`src/rtl/md_issue_ctrl_pkg.sv`:
```
// Shared MD-unit definitions: operation select codes, MD-class opcodes and
// occupancy FSM states, plus the opcode classification helpers.
package md_issue_ctrl_pkg;

  localparam int WIDTH_MDSEL = 3;
  localparam int WIDTH_MDOP  = 4;

  typedef enum logic [WIDTH_MDSEL-1:0] {
    MDSEL_NONE  = 3'd0,
    MDSEL_MULT  = 3'd1,
    MDSEL_MULTU = 3'd2,
    MDSEL_DIV   = 3'd3,
    MDSEL_DIVU  = 3'd4,
    MDSEL_MTHI  = 3'd5,
    MDSEL_MTLO  = 3'd6
  } mdsel_t;

  typedef enum logic [WIDTH_MDOP-1:0] {
    MDOP_NONE  = 4'd0,
    MDOP_MULT  = 4'd1,
    MDOP_MULTU = 4'd2,
    MDOP_DIV   = 4'd3,
    MDOP_DIVU  = 4'd4,
    MDOP_MTHI  = 4'd5,
    MDOP_MTLO  = 4'd6,
    MDOP_MFHI  = 4'd7,
    MDOP_MFLO  = 4'd8
  } mdop_t;

  typedef enum logic [1:0] {
    OCC_IDLE = 2'd0,
    OCC_MUL  = 2'd1,
    OCC_DIV  = 2'd2
  } occ_state_t;

  function automatic mdsel_t mdop2sel(input mdop_t op);
    case (op)
      MDOP_MULT:  return MDSEL_MULT;
      MDOP_MULTU: return MDSEL_MULTU;
      MDOP_DIV:   return MDSEL_DIV;
      MDOP_DIVU:  return MDSEL_DIVU;
      MDOP_MTHI:  return MDSEL_MTHI;
      MDOP_MTLO:  return MDSEL_MTLO;
      default:    return MDSEL_NONE;
    endcase
  endfunction

  function automatic logic is_mul(input mdop_t op);
    return (op == MDOP_MULT) || (op == MDOP_MULTU);
  endfunction

  function automatic logic is_div(input mdop_t op);
    return (op == MDOP_DIV) || (op == MDOP_DIVU);
  endfunction

endpackage

```
`src/rtl/md_issue_ctrl_if.sv`:
```
// Issue-side bus toward the multiply/divide unit.
interface md_issue_ctrl_if;
  import md_issue_ctrl_pkg::*;

  logic                   Start;
  logic [WIDTH_MDSEL-1:0] MDSel;
  logic [31:0]            A;
  logic [31:0]            B;
  logic                   Busy;
  logic [31:0]            HI;
  logic [31:0]            LO;

  modport master (output Start, MDSel, A, B, input Busy, HI, LO);
  modport slave  (input Start, MDSel, A, B, output Busy, HI, LO);
endinterface

```
`src/rtl/md_issue_ctrl_occupancy_model.sv`:
```
// Cycle-accurate shadow of MD occupancy: busy from the Start cycle through
// MUL_CYCLES / DIV_CYCLES further cycles.
module md_occupancy_model
  import md_issue_ctrl_pkg::*;
#(
  parameter int MUL_CYCLES = 5,
  parameter int DIV_CYCLES = 10,
  parameter int CNT_W      = 4
) (
  input  logic Clk,
  input  logic Reset,
  input  logic StartMul,
  input  logic StartDiv,
  output logic modelBusy
);

  occ_state_t       state, state_nxt;
  logic [CNT_W-1:0] cnt, cnt_nxt;

  always_ff @(posedge Clk) begin
    if (Reset) begin
      state <= OCC_IDLE;
      cnt   <= '0;
    end else begin
      state <= state_nxt;
      cnt   <= cnt_nxt;
    end
  end

  always_comb begin
    state_nxt = state;
    cnt_nxt   = cnt;
    case (state)
      OCC_IDLE: begin
        if (StartMul) begin
          state_nxt = OCC_MUL;
          cnt_nxt   = CNT_W'(MUL_CYCLES);
        end else if (StartDiv) begin
          state_nxt = OCC_DIV;
          cnt_nxt   = CNT_W'(DIV_CYCLES);
        end
      end
      default: begin
        if (cnt == CNT_W'(1)) begin
          state_nxt = OCC_IDLE;
          cnt_nxt   = '0;
        end else begin
          cnt_nxt = cnt - CNT_W'(1);
        end
      end
    endcase
  end

  // The Start cycle itself is busy, before the FSM has left IDLE.
  assign modelBusy = (state != OCC_IDLE) | StartMul | StartDiv;

endmodule

```
`src/rtl/md_issue_ctrl.sv`:
```
// E-stage MD initiator: registers the MD opcode, issues Start/MDSel/A/B,
// muxes HI/LO for mfhi/mflo and stalls D behind an outstanding MD op.
// Optional Busy cross-check against the shadow model: MD_BUSY_CHECK_EN.
module md_issue_ctrl
  import md_issue_ctrl_pkg::*;
#(
  parameter int MUL_CYCLES = 5,
  parameter int DIV_CYCLES = 10,
  parameter int CNT_W      = 4
) (
  input  logic                  Clk,
  input  logic                  Reset,
  input  logic [WIDTH_MDOP-1:0] MDOpD,
  input  logic                  FlushE,
  input  logic [31:0]           RsE,
  input  logic [31:0]           RtE,
  md_issue_ctrl_if.master       md,
  output logic [31:0]           MDOutE,
  output logic                  StallD,
  output logic                  ErrFlag
);

  mdop_t MDOpE;
  logic  start_mul, start_div, start_mt;
  logic  modelBusy;

  // A stall turns E into a bubble; E itself never holds.
  always_ff @(posedge Clk) begin
    if (Reset || FlushE || StallD) MDOpE <= MDOP_NONE;
    else                           MDOpE <= mdop_t'(MDOpD);
  end

  assign start_mul = !FlushE & is_mul(MDOpE);
  assign start_div = !FlushE & is_div(MDOpE);
  assign start_mt  = !FlushE & ((MDOpE == MDOP_MTHI) | (MDOpE == MDOP_MTLO));

  assign md.Start = start_mul | start_div | start_mt;
  assign md.MDSel = mdop2sel(MDOpE);
  assign md.A     = RsE;
  assign md.B     = RtE;

  always_comb begin
    MDOutE = '0;
    if (MDOpE == MDOP_MFHI)      MDOutE = md.HI;
    else if (MDOpE == MDOP_MFLO) MDOutE = md.LO;
  end

  md_occupancy_model #(
    .MUL_CYCLES(MUL_CYCLES),
    .DIV_CYCLES(DIV_CYCLES),
    .CNT_W     (CNT_W)
  ) u_occ (
    .Clk      (Clk),
    .Reset    (Reset),
    .StartMul (start_mul),
    .StartDiv (start_div),
    .modelBusy(modelBusy)
  );

  assign StallD = (MDOpD != MDOP_NONE) & (modelBusy | md.Busy);

`ifdef MD_BUSY_CHECK_EN
  always_ff @(posedge Clk) begin
    if (Reset)                        ErrFlag <= 1'b0;
    else if (md.Busy != modelBusy)    ErrFlag <= 1'b1;
  end
`else
  assign ErrFlag = 1'b0;
`endif

endmodule
```
`src/flat_wrapper.sv`:
```
// flat-port wrapper written by rule: the top's interface ports become plain ports
module md_issue_ctrl_flat import md_issue_ctrl_pkg::*;
#(
  parameter int MUL_CYCLES = 5,
  parameter int DIV_CYCLES = 10,
  parameter int CNT_W      = 4
)
  (Clk, Reset, MDOpD, FlushE, RsE, RtE, MDOutE, StallD, ErrFlag, md_Start, md_MDSel, md_A, md_B, md_Busy, md_HI, md_LO);
  md_issue_ctrl_if md_i ();
  input  logic Clk;
  input  logic Reset;
  input  logic [WIDTH_MDOP-1:0] MDOpD;
  input  logic FlushE;
  input  logic [31:0] RsE;
  input  logic [31:0] RtE;
  output logic [31:0] MDOutE;
  output logic StallD;
  output logic ErrFlag;
  output wire logic [$bits(md_i.Start)-1:0] md_Start;
  output wire logic [$bits(md_i.MDSel)-1:0] md_MDSel;
  output wire logic [$bits(md_i.A)-1:0] md_A;
  output wire logic [$bits(md_i.B)-1:0] md_B;
  input wire logic [$bits(md_i.Busy)-1:0] md_Busy;
  input wire logic [$bits(md_i.HI)-1:0] md_HI;
  input wire logic [$bits(md_i.LO)-1:0] md_LO;
  assign md_Start = md_i.Start;
  assign md_MDSel = md_i.MDSel;
  assign md_A = md_i.A;
  assign md_B = md_i.B;
  assign md_i.Busy = md_Busy;
  assign md_i.HI = md_HI;
  assign md_i.LO = md_LO;
  md_issue_ctrl #(.MUL_CYCLES(MUL_CYCLES), .DIV_CYCLES(DIV_CYCLES), .CNT_W(CNT_W)) u_core (.Clk(Clk), .Reset(Reset), .MDOpD(MDOpD), .FlushE(FlushE), .RsE(RsE), .RtE(RtE), .md(md_i), .MDOutE(MDOutE), .StallD(StallD), .ErrFlag(ErrFlag));
endmodule
```
`config.mk`:
```
export PLATFORM = sky130hd
export DESIGN_NAME = md_issue_ctrl_flat
export DESIGN_NICKNAME = d
export VERILOG_FILES = /design/src/rtl/md_issue_ctrl_pkg.sv /design/src/rtl/md_issue_ctrl_if.sv /design/src/rtl/md_issue_ctrl_occupancy_model.sv /design/src/rtl/md_issue_ctrl.sv /design/src/flat_wrapper.sv
export SDC_FILE = /design/constraint.sdc
export NUM_CORES = 1
export LEC_CHECK = 0
export ABC_AREA = 0
export ABC_CLOCK_PERIOD_IN_PS = 4059
export CAP_MARGIN = 20
export CORE_AREA = 2 2 93 95
export DETAILED_ROUTE_END_ITERATION = 7
export DIE_AREA = 0 0 95 97
export MAX_ROUTING_LAYER = met4
export PLACE_DENSITY = 0.68
export SLEW_MARGIN = 20
export SYNTH_ARGS = -nofsm -noshare
export SYNTH_HDL_FRONTEND = slang
export SYNTH_SLANG_ARGS = --single-unit
```
`constraint.sdc`:
```
create_clock -name Clk -period 4.06 [get_ports Clk]
set_input_delay 0.812 -clock Clk [delete_from_list [all_inputs] [get_ports Clk]]
set_output_delay 0.812 -clock Clk [all_outputs]
set_load 0.05 [all_outputs]
```
==> results of run 1 <==
[worst max-delay path, delay by kind of cell]
family                 cells  cell delay, ps
buffers and inverters      2            1280
and+or+nand+nor            2             370
AOI/OAI and AO/OA          1             160
[metrics by stage]
stage | cell area [um2] | total power, mW
global route | 2150 | 0.398
finish | 2150 | 0.384
floorplan | 1450 | 0.342
detailed placement | 2090 | 0.260
CTS | 2150 | 0.385
global placement | 2090 | 0.259
[synth_stat cells, drive strengths merged]
library cell	number	share of area, %
buf	75	39
a22o	32	19
dfxtp	10	14
inv	7	1.8
nand2	7	1.8
a21oi	6	2.1
nor2	6	1.7
a31oi	4	2.8
and2	4	1.7
a211o	2	1.3
a211oi	2	1.0
ha	2	1.7
nand3	2	0.69
nand3b	2	1.0
nor3	2	0.69
nor4	2	1.3
o21ai	2	0.95
or3	2	1.3
a21boi	1	0.52
and3	1	0.43
conb	1	0.26
mux2	1	0.78
o211ai	1	0.52
o32ai	1	0.61
or2	1	0.43
or3b	1	0.61
or4	1	0.78
xnor2	1	0.61
[layout make-up]
cell class,count,area [um2]
fillers,886,5990
repair buffers,110,1080
multi-input cells,87,657
flip-flops and latches,10,200
well taps,105,131
clock buffers,4,55.1
inverters,7,26.3
[worst min-delay path by stage]
stage                                             from                            endpoint  slack, ps  cells past startpoint
floorplan           u_core.u_occ.state[1]$_SDFFE_PP0P_  u_core.u_occ.state[1]$_SDFFE_PP0P_        430                      2
global placement    u_core.u_occ.state[1]$_SDFFE_PP0P_  u_core.u_occ.state[1]$_SDFFE_PP0P_        450                      2
detailed placement  u_core.u_occ.state[1]$_SDFFE_PP0P_  u_core.u_occ.state[1]$_SDFFE_PP0P_        470                      2
CTS                 u_core.u_occ.state[1]$_SDFFE_PP0P_  u_core.u_occ.state[1]$_SDFFE_PP0P_        470                      2
global route        u_core.u_occ.state[0]$_SDFFE_PP0P_  u_core.u_occ.state[0]$_SDFFE_PP0P_        500                      2
finish              u_core.u_occ.state[1]$_SDFFE_PP0P_  u_core.u_occ.state[1]$_SDFFE_PP0P_        470                      2
[sequential cells by signal (all words and copies together), names as in the netlist]
name,cells
u_core.MDOpE,4
u_core.u_occ.state,2
u_core.u_occ.cnt,4
[kinds of logic (layout without fill, tap and decap cells)]
kind of cell	Yosys count	after routing	share of synthesized area, %
buffers and inverters	82	121	41.0
AOI/OAI and AO/OA	51	51	29.2
and+or+nand+nor	31	31	12.6
DFF	10	10	13.9
adders and majority gates	2	2	1.73
other	1	1	0.259
xor gates and xnor gates	1	1	0.606
muxes	1	1	0.779
[power breakdown]
part | internal [mW] | leakage [nW] | switching (mW) | total (mW)
Sequential | 0.103 | 0.0812 | 0.00496 | 0.107
Combinational | 0.0883 | 0.658 | 0.0621 | 0.150
Clock | 0.0853 | 0.0288 | 0.0402 | 0.126
[layer usage]
metal	GRT usage, %	routed length, um	vias to the layer above	share of wire [%]
met1	11.2	1960	599	40
met2	16.2	2340	70	48
li1	-	-	649	-
met5	-	0	-	0
met3	3.50	455	26	9.3
met4	4.35	129	0	2.6
==> flow_metrics.py, run 1 <==
metrics = {
    "logic_synthesis": {
        "synth-seq-cells": 10,
        "syn_nets": 317,
        "syn_inst": 179,
        "synth_cell_type_count": 37,
        "syn_avg_cell_area_um2": 8.07,
        "synth_warnings": 0,
        "syn_area_um2": 1450,
        "ys_seq_area_share_pct": 13.9,
    },
    "clocking": {
        "cts_buffers": 3,
        "clockBufferDepth": 2,
        "cts-resized-gates": 0,
        "hold_buffers": 0,
        "cts_sinks": 10,
        "cts_tree": "done",
        "cts_max_level": 1,
        "clk_pin_slew_worst_paths_ps": 50,
        "clock_latency_ps": 240,
        "clockRootBuffer": "clkbuf_8",
        "post-cts-setup-buffers": 0,
    },
    "floorplanning": {
        "rows": 33,
        "die_w_um": 95,
        "start_util_pct": 17.8,
        "die-area_um2": 9220,
        "fp.dieH_um": 97,
        "ios": 238,
        "coreArea_um2": 8130,
    },
    "sta": {
        "setup_viol": 0,
        "worst_slack_ps": 617,
        "relSlewSlack_pct": 65.9,
        "fin_skew_ps": 0.283,
        "hold_slack_ps": 475,
        "final-hold-violation-count": 0,
        "tightest_slew_ps": 511,
        "tns_ps": 0,
        "max_freq_ghz": 0.290,
        "final_max_slew_viol_count": 0,
        "grt_setup_unrepaired": "false",
        "finalCritPeriodShare_pct": 84.8,
        "fin_crit_ps": 3440,
    },
    "worst_setup_path": {
        "startpoint_type": "input pin",
        "rrSetupSlack_ps": 2600,
        "path_max_fanout": 4,
        "worstSetupStartpoint": "FlushE",
        "end_kind": "primary output",
        "max_stage_delay_ps": 820,
        "r2r-start": "u_core.u_occ.state[1]$_SDFFE_PP0P_",
        "slowest_stage": "clkdlybuf4s50_1",
        "cp-endpoint": "StallD",
        "reg2reg_depth": 4,
        "crit_type": "in2out",
        "cp.arrival_ps": 2630,
        "crit_chain": "clkdlybuf4s50_1 > nor2_1 > nand3_1 > a21oi_1 > clkdlybuf4s50_1",
        "cp_common_cell": "clkdlybuf4s50_1",
        "worstPathRequired_ps": 3250,
        "r2r-end": "u_core.MDOpE[1]$_SDFF_PP0_",
    },
    "finish": {
        "finalNonFillerCells": 323,
        "layout_common_cells": "clkdlybuf4s50_1 (96), a22o_1 (32), buf_4 (13)",
        "mostFrequentLayoutCell": "clkdlybuf4s50_1",
        "num_antenna_cells": 0,
        "fin_util_pct": 26.4,
        "nets": 357,
        "syn_to_final_growth_pct": 48.7,
        "drive_above_1_share_pct": 13.3,
    },
    "routing": {
        "first_iter_violations": 14,
        "drc": 0,
        "num_vias": 1344,
        "wirelength_um": 4880,
        "wl_per_cell_um": 15.1,
        "vias_per_cell": 4.16,
        "first_pass_iters": 6,
        "ant_nets": 0,
    },
    "placement": {
        "dpl_worst_slack_ps": 641,
        "dp_hpwl_um": 4050,
        "gp_congestion": 0.806,
        "port_buffers": 108,
        "dp.cells": 319,
    },
    "global_routing": {
        "overflow": 0,
        "grt_pass1_wl_um": 7090,
        "grt_pass1_vias": 1431,
        "grt_max_degree": 33,
        "grt_usage_pct": 10.1,
        "antenna_found_initial": 0,
    },
    "power_and_ir_drop": {
        "p_per_area_nw_per_um2": 179,
        "ir_worst_vdd_mv": 0.172,
        "p_leak_nw": 0.768,
    },
    "flow_run": {
        "maxCapViolCount": 0,
    },
    "outcome": {
        "status": "finished, final reports clean",
    },
    "min_path": {
        "hold_path_class": "reg2reg",
    },
}
(Power assumes the default switching activity.)
==> run 2: changes to the inputs <==
ABC_CLOCK_PERIOD_IN_PS = 3350   (was 4059)
CORE_AREA = 2 2 92 94   (was 2 2 93 95)
DIE_AREA = 0 0 94 96   (was 0 0 95 97)
PLACE_DENSITY = 0.69   (was 0.68)
clock period = 3.35 ns   (was 4.06 ns; I/O delays follow)
==> flow_metrics.py, run 2 (synthesis results as in run 1) <==
metrics = {
    "worst_setup_path": {
        "path_max_fanout": 22,
        "worstSetupStartpoint": "u_core.MDOpE[2]$_SDFF_PP0_",
        "max_stage_delay_ps": 460,
        "rrSetupSlack_ps": 1860,
        "r2r-start": "u_core.u_occ.state[1]$_SDFFE_PP0P_",
        "cp.arrival_ps": 2110,
        "r2r-end": "u_core.MDOpE[3]$_SDFF_PP0_",
        "cp_common_cell": "buf_12",
        "reg2reg_depth": 4,
        "path_buf_inv": 2,
        "cp.depth": 5,
        "end_kind": "primary output",
        "worstPathRequired_ps": 2680,
        "startpoint_type": "register",
        "cp-endpoint": "MDOutE[22]",
        "slowest_stage": "or3_4",
        "crit_chain": "or3_4 > nor2_2 > buf_12 > a22o_1 > buf_12",
        "crit_type": "reg2out",
        "cp_top_family": "simple AND/OR/NAND/NOR gates",
    },
    "routing": {
        "vias_per_cell": 4.20,
        "ant_nets": 0,
        "wl_per_cell_um": 14.6,
        "num_vias": 1354,
        "wirelength_um": 4720,
        "drc": 0,
        "first_iter_violations": 24,
        "first_pass_iters": 4,
    },
    "global_routing": {
        "grt_pass1_vias": 1396,
        "grt_usage_pct": 10.2,
        "grt_max_degree": 28,
        "grt_pass1_wl_um": 6970,
        "overflow": 0,
        "antenna_found_initial": 0,
    },
    "floorplanning": {
        "rows": 33,
        "fp.dieH_um": 96,
        "die-area_um2": 9020,
        "start_util_pct": 17.9,
        "ios": 238,
        "die_w_um": 94,
        "coreArea_um2": 8050,
    },
    "sta": {
        "final-hold-violation-count": 0,
        "tightest_slew_ps": 538,
        "relSlewSlack_pct": 64.0,
        "fin_skew_ps": 2.79,
        "max_freq_ghz": 0.360,
        "final_max_slew_viol_count": 0,
        "fin_crit_ps": 2780,
        "hold_slack_ps": 467,
        "grt_setup_unrepaired": "false",
        "tns_ps": 0,
        "worst_slack_ps": 573,
        "finalCritPeriodShare_pct": 82.9,
        "setup_viol": 0,
    },
    "finish": {
        "finalNonFillerCells": 322,
        "num_antenna_cells": 0,
        "fillCellCount": 826,
        "drive_above_1_share_pct": 23.0,
        "layout_common_cells": "clkdlybuf4s50_1 (74), buf_12 (34), a22o_1 (32)",
        "syn_to_final_growth_pct": 72.5,
        "multiInputGateArea_um2": 657,
        "largest_registers": "u_core.MDOpE: 4 flops, u_core.u_occ.cnt: 4 flops, u_core.u_occ.state: 2 flops",
        "regArea_um2": 200,
        "nets": 357,
        "mostFrequentLayoutCell": "clkdlybuf4s50_1",
    },
    "power_and_ir_drop": {
        "p_per_area_nw_per_um2": 182,
        "ir_worst_vdd_mv": 0.140,
        "p_leak_nw": 0.894,
        "total_power_uw": 454,
    },
    "clocking": {
        "cts_max_level": 1,
        "cts_buffers": 3,
        "cts_tree": "done",
        "cts_sinks": 10,
        "hold_buffers": 0,
        "clockBufferDepth": 2,
        "cts-resized-gates": 0,
        "post-cts-setup-buffers": 0,
        "clock_latency_ps": 240,
        "clk_pin_slew_worst_paths_ps": 40,
        "clockRootBuffer": "clkbuf_8",
    },
    "outcome": {
        "status": "finished, final reports clean",
    },
    "min_path": {
        "holdPathStages": 2,
        "hold_path_class": "reg2reg",
    },
    "placement": {
        "port_buffers": 108,
        "gp_congestion": 0.748,
        "dpl_worst_slack_ps": 778,
        "dp.cells": 319,
        "dp_hpwl_um": 3970,
    },
    "flow_run": {
        "maxCapViolCount": 0,
    },
}
## run 2: changes by cell type in the layout (fill, tap and decap cells not counted)
cell and change:
buf_12 +33, clkbuf_8 -1, clkdlybuf4s50_1 -22, buf_4 -11
## run 2: final cells by class
class | count | area share [%]
repair buffers | 110 | 57.6
multi-input cells | 87 | 26.4
flip-flops and latches | 10 | 8.03
well taps | 105 | 5.27
inverters | 7 | 1.05
clock buffers | 3 | 1.66
## run 2: how the worst min path moves through the flow
stage                                        from                            endpoint  slack [ps]
2_1_floorplan  u_core.u_occ.state[1]$_SDFFE_PP0P_  u_core.u_occ.state[1]$_SDFFE_PP0P_         430
3_3_place_gp   u_core.u_occ.state[1]$_SDFFE_PP0P_  u_core.u_occ.state[1]$_SDFFE_PP0P_         450
3_5_place_dp   u_core.u_occ.state[1]$_SDFFE_PP0P_  u_core.u_occ.state[1]$_SDFFE_PP0P_         460
4_1_cts        u_core.u_occ.state[1]$_SDFFE_PP0P_  u_core.u_occ.state[1]$_SDFFE_PP0P_         470
5_1_grt        u_core.u_occ.state[1]$_SDFFE_PP0P_  u_core.u_occ.state[1]$_SDFFE_PP0P_         510
6_report       u_core.u_occ.state[1]$_SDFFE_PP0P_  u_core.u_occ.state[1]$_SDFFE_PP0P_         470
## run 2: through the flow
step                      cell area (um2)  util, %
after global routing                 2490     31.0
final                                2490     31.0
after global placement               2450     30.4
after detailed placement             2450     30.4
after CTS                            2490     31.0
after floorplan                      1450        -
## run 2: worst reg2reg max path, delay by kind of cell, from the launching register on
kind             cells  cell delay, ps
AND/OR/NAND/NOR      3             930
flip-flops           1             310
AO/OA/AOI/OAI        1             190
## run 2: power breakdown
part | total [mW] | switching [mW] | internal [mW] | leakage (nW)
logic | 0.201 | 0.0790 | 0.122 | 0.792
registers | 0.130 | 0.00599 | 0.124 | 0.0812
clock network | 0.123 | 0.0446 | 0.0784 | 0.0216
## run 2: layer usage
metal	GRT usage (%)	wire, um	vias to the layer above
met5	-	0	-
met3	3.45	567	16
li1	-	-	644
met4	4.35	95	0
met2	17.4	2270	77
met1	10.7	1790	617
==> run 3: changes to the inputs <==
ABC_CLOCK_PERIOD_IN_PS = 2550   (was 3350)
CORE_AREA = 2 2 91 93   (was 2 2 92 94)
DIE_AREA = 0 0 93 95   (was 0 0 94 96)
PLACE_DENSITY = 0.73   (was 0.69)
clock period = 2.55 ns   (was 3.35 ns; I/O delays follow)
==> flow_metrics.py, run 3 (synthesis results as in run 1) <==
metrics = {
    "power_and_ir_drop": {
        "power_frac_comb_pct": 44.8,
        "p_clk_share_pct": 26.7,
        "p_seq_share_pct": 28.5,
        "p_switching_uw": 172,
        "p_sw_share_pct": 28.5,
        "p_leak_nw": 0.911,
        "intPower_uw": 431,
        "p_per_area_nw_per_um2": 241,
        "ir_worst_vdd_mv": 0.204,
    },
    "clocking": {
        "clockRootBuffer": "clkbuf_8",
        "hold_buffers": 0,
        "cts_sinks": 10,
        "cts_tree": "done",
        "clockBufferDepth": 2,
        "cts_max_level": 1,
        "post-cts-setup-buffers": 0,
        "clk_pin_slew_worst_paths_ps": 50,
        "cts_buffers": 3,
        "clock_latency_ps": 240,
        "cts-resized-gates": 0,
    },
    "worst_setup_path": {
        "worstPathRequired_ps": 2040,
        "max_stage_delay_ps": 460,
        "startpoint_type": "register",
        "worstSetupStartpoint": "u_core.MDOpE[2]$_SDFF_PP0_",
        "crit_type": "reg2out",
        "slowest_stage": "or3_4",
        "r2r-start": "u_core.u_occ.state[1]$_SDFFE_PP0P_",
        "crit_chain": "or3_4 > nor2_2 > buf_12 > a22o_1 > buf_12",
        "cp.arrival_ps": 1820,
        "end_kind": "primary output",
        "reg2reg_depth": 4,
        "path_max_fanout": 32,
        "cp_common_cell": "buf_12",
    },
    "sta": {
        "fin_crit_ps": 2330,
        "relSlewSlack_pct": 64.1,
        "fin_skew_ps": 6.07,
        "hold_slack_ps": 474,
        "tightest_slew_ps": 534,
        "final-hold-violation-count": 0,
        "finalCritPeriodShare_pct": 91.2,
        "final_max_slew_viol_count": 0,
        "grt_setup_unrepaired": "false",
        "worst_slack_ps": 224,
        "tns_ps": 0,
        "max_freq_ghz": 0.430,
        "setup_viol": 0,
    },
    "routing": {
        "ant_nets": 0,
        "first_iter_violations": 27,
        "num_vias": 1383,
        "drc": 0,
        "first_pass_iters": 4,
        "wirelength_um": 4970,
        "wl_per_cell_um": 15.4,
        "vias_per_cell": 4.28,
    },
    "finish": {
        "finalNonFillerCells": 323,
        "layout_common_cells": "clkdlybuf4s50_1 (71), buf_12 (35), a22o_1 (32)",
        "drive_above_1_share_pct": 24.8,
        "mostFrequentLayoutCell": "clkdlybuf4s50_1",
        "syn_to_final_growth_pct": 73.3,
        "largest_registers": "u_core.MDOpE: 4 flops, u_core.u_occ.cnt: 4 flops, u_core.u_occ.state: 2 flops",
        "num_antenna_cells": 0,
        "nets": 358,
    },
    "floorplanning": {
        "fp.dieH_um": 95,
        "start_util_pct": 18.2,
        "rows": 33,
        "coreArea_um2": 7930,
        "ios": 238,
        "die_w_um": 93,
        "die-area_um2": 8840,
    },
    "min_path": {
        "holdPathStages": 2,
        "hp-start": "u_core.u_occ.state[0]$_SDFFE_PP0P_",
        "hold_path_class": "reg2reg",
    },
    "global_routing": {
        "grt_usage_pct": 11.0,
        "antenna_found_initial": 0,
        "grt_max_degree": 33,
        "grt_pass1_vias": 1449,
        "overflow": 0,
        "grt_pass1_wl_um": 7340,
    },
    "placement": {
        "dp_hpwl_um": 4140,
        "port_buffers": 108,
        "gp_congestion": 0.805,
        "dp.cells": 320,
        "dpl_worst_slack_ps": 279,
    },
    "flow_run": {
        "maxCapViolCount": 0,
    },
    "outcome": {
        "status": "finished, final reports clean",
    },
}
-- run 3: cell count changes in the layout (fill, tap and decap cells not counted), sizes merged --
cell,delta
buf,+4
clkdlybuf4s50,-3
-- run 3: path summary, 6_finish.rpt --
path         slack (ps)                                  to
max                 220                           MDOutE[0]
min                 470  u_core.u_occ.state[0]$_SDFFE_PP0P_
max reg2reg        1060          u_core.MDOpE[2]$_SDFF_PP0_
min reg2reg         470  u_core.u_occ.state[0]$_SDFFE_PP0P_
-- run 3: through the flow --
stage / area (um2) / utilization, % / power, mW
6_report: 2500 / 31.6 / 0.603
5_1_grt: 2500 / 31.6 / 0.632
3_3_place_gp: 2460 / 31.1 / 0.441
2_1_floorplan: 1450 / - / 0.544
3_5_place_dp: 2460 / 31.1 / 0.445
4_1_cts: 2500 / 31.6 / 0.608
-- run 3: area by class of cell --
cell class              count  area (um2)
multi-input cells          87         657
flip-flops and latches     10         200
clock buffers               3        41.3
repair buffers            111        1450
fillers                   809        5420
well taps                 105         131
inverters                   7        26.3
-- run 3: worst max-delay path: cells and delay by family (launching register included) --
kind / cells / cell delay (ps)
AO/OA/AOI/OAI: 1 / 220
buffers and inverters: 2 / 350
flip-flops: 1 / 390
AND/OR/NAND/NOR: 2 / 600
-- run 3: power groups by stage --
stage | Combinational [mW] | Clock, mW | Sequential (mW)
floorplan | 0.374 | 0 | 0.170
global placement | 0.268 | 0 | 0.173
detailed placement | 0.271 | 0 | 0.174
CTS | 0.272 | 0.165 | 0.171
global route | 0.285 | 0.175 | 0.172
finish | 0.270 | 0.161 | 0.172
-- run 3: routing by layer --
metal	part of all wire [%]	GRT usage, %	up-vias
met4	2.6	4.78	0
met5	0	-	-
met2	49	19.4	93
met1	38	11.1	628
met3	11	3.67	15
li1	-	-	647
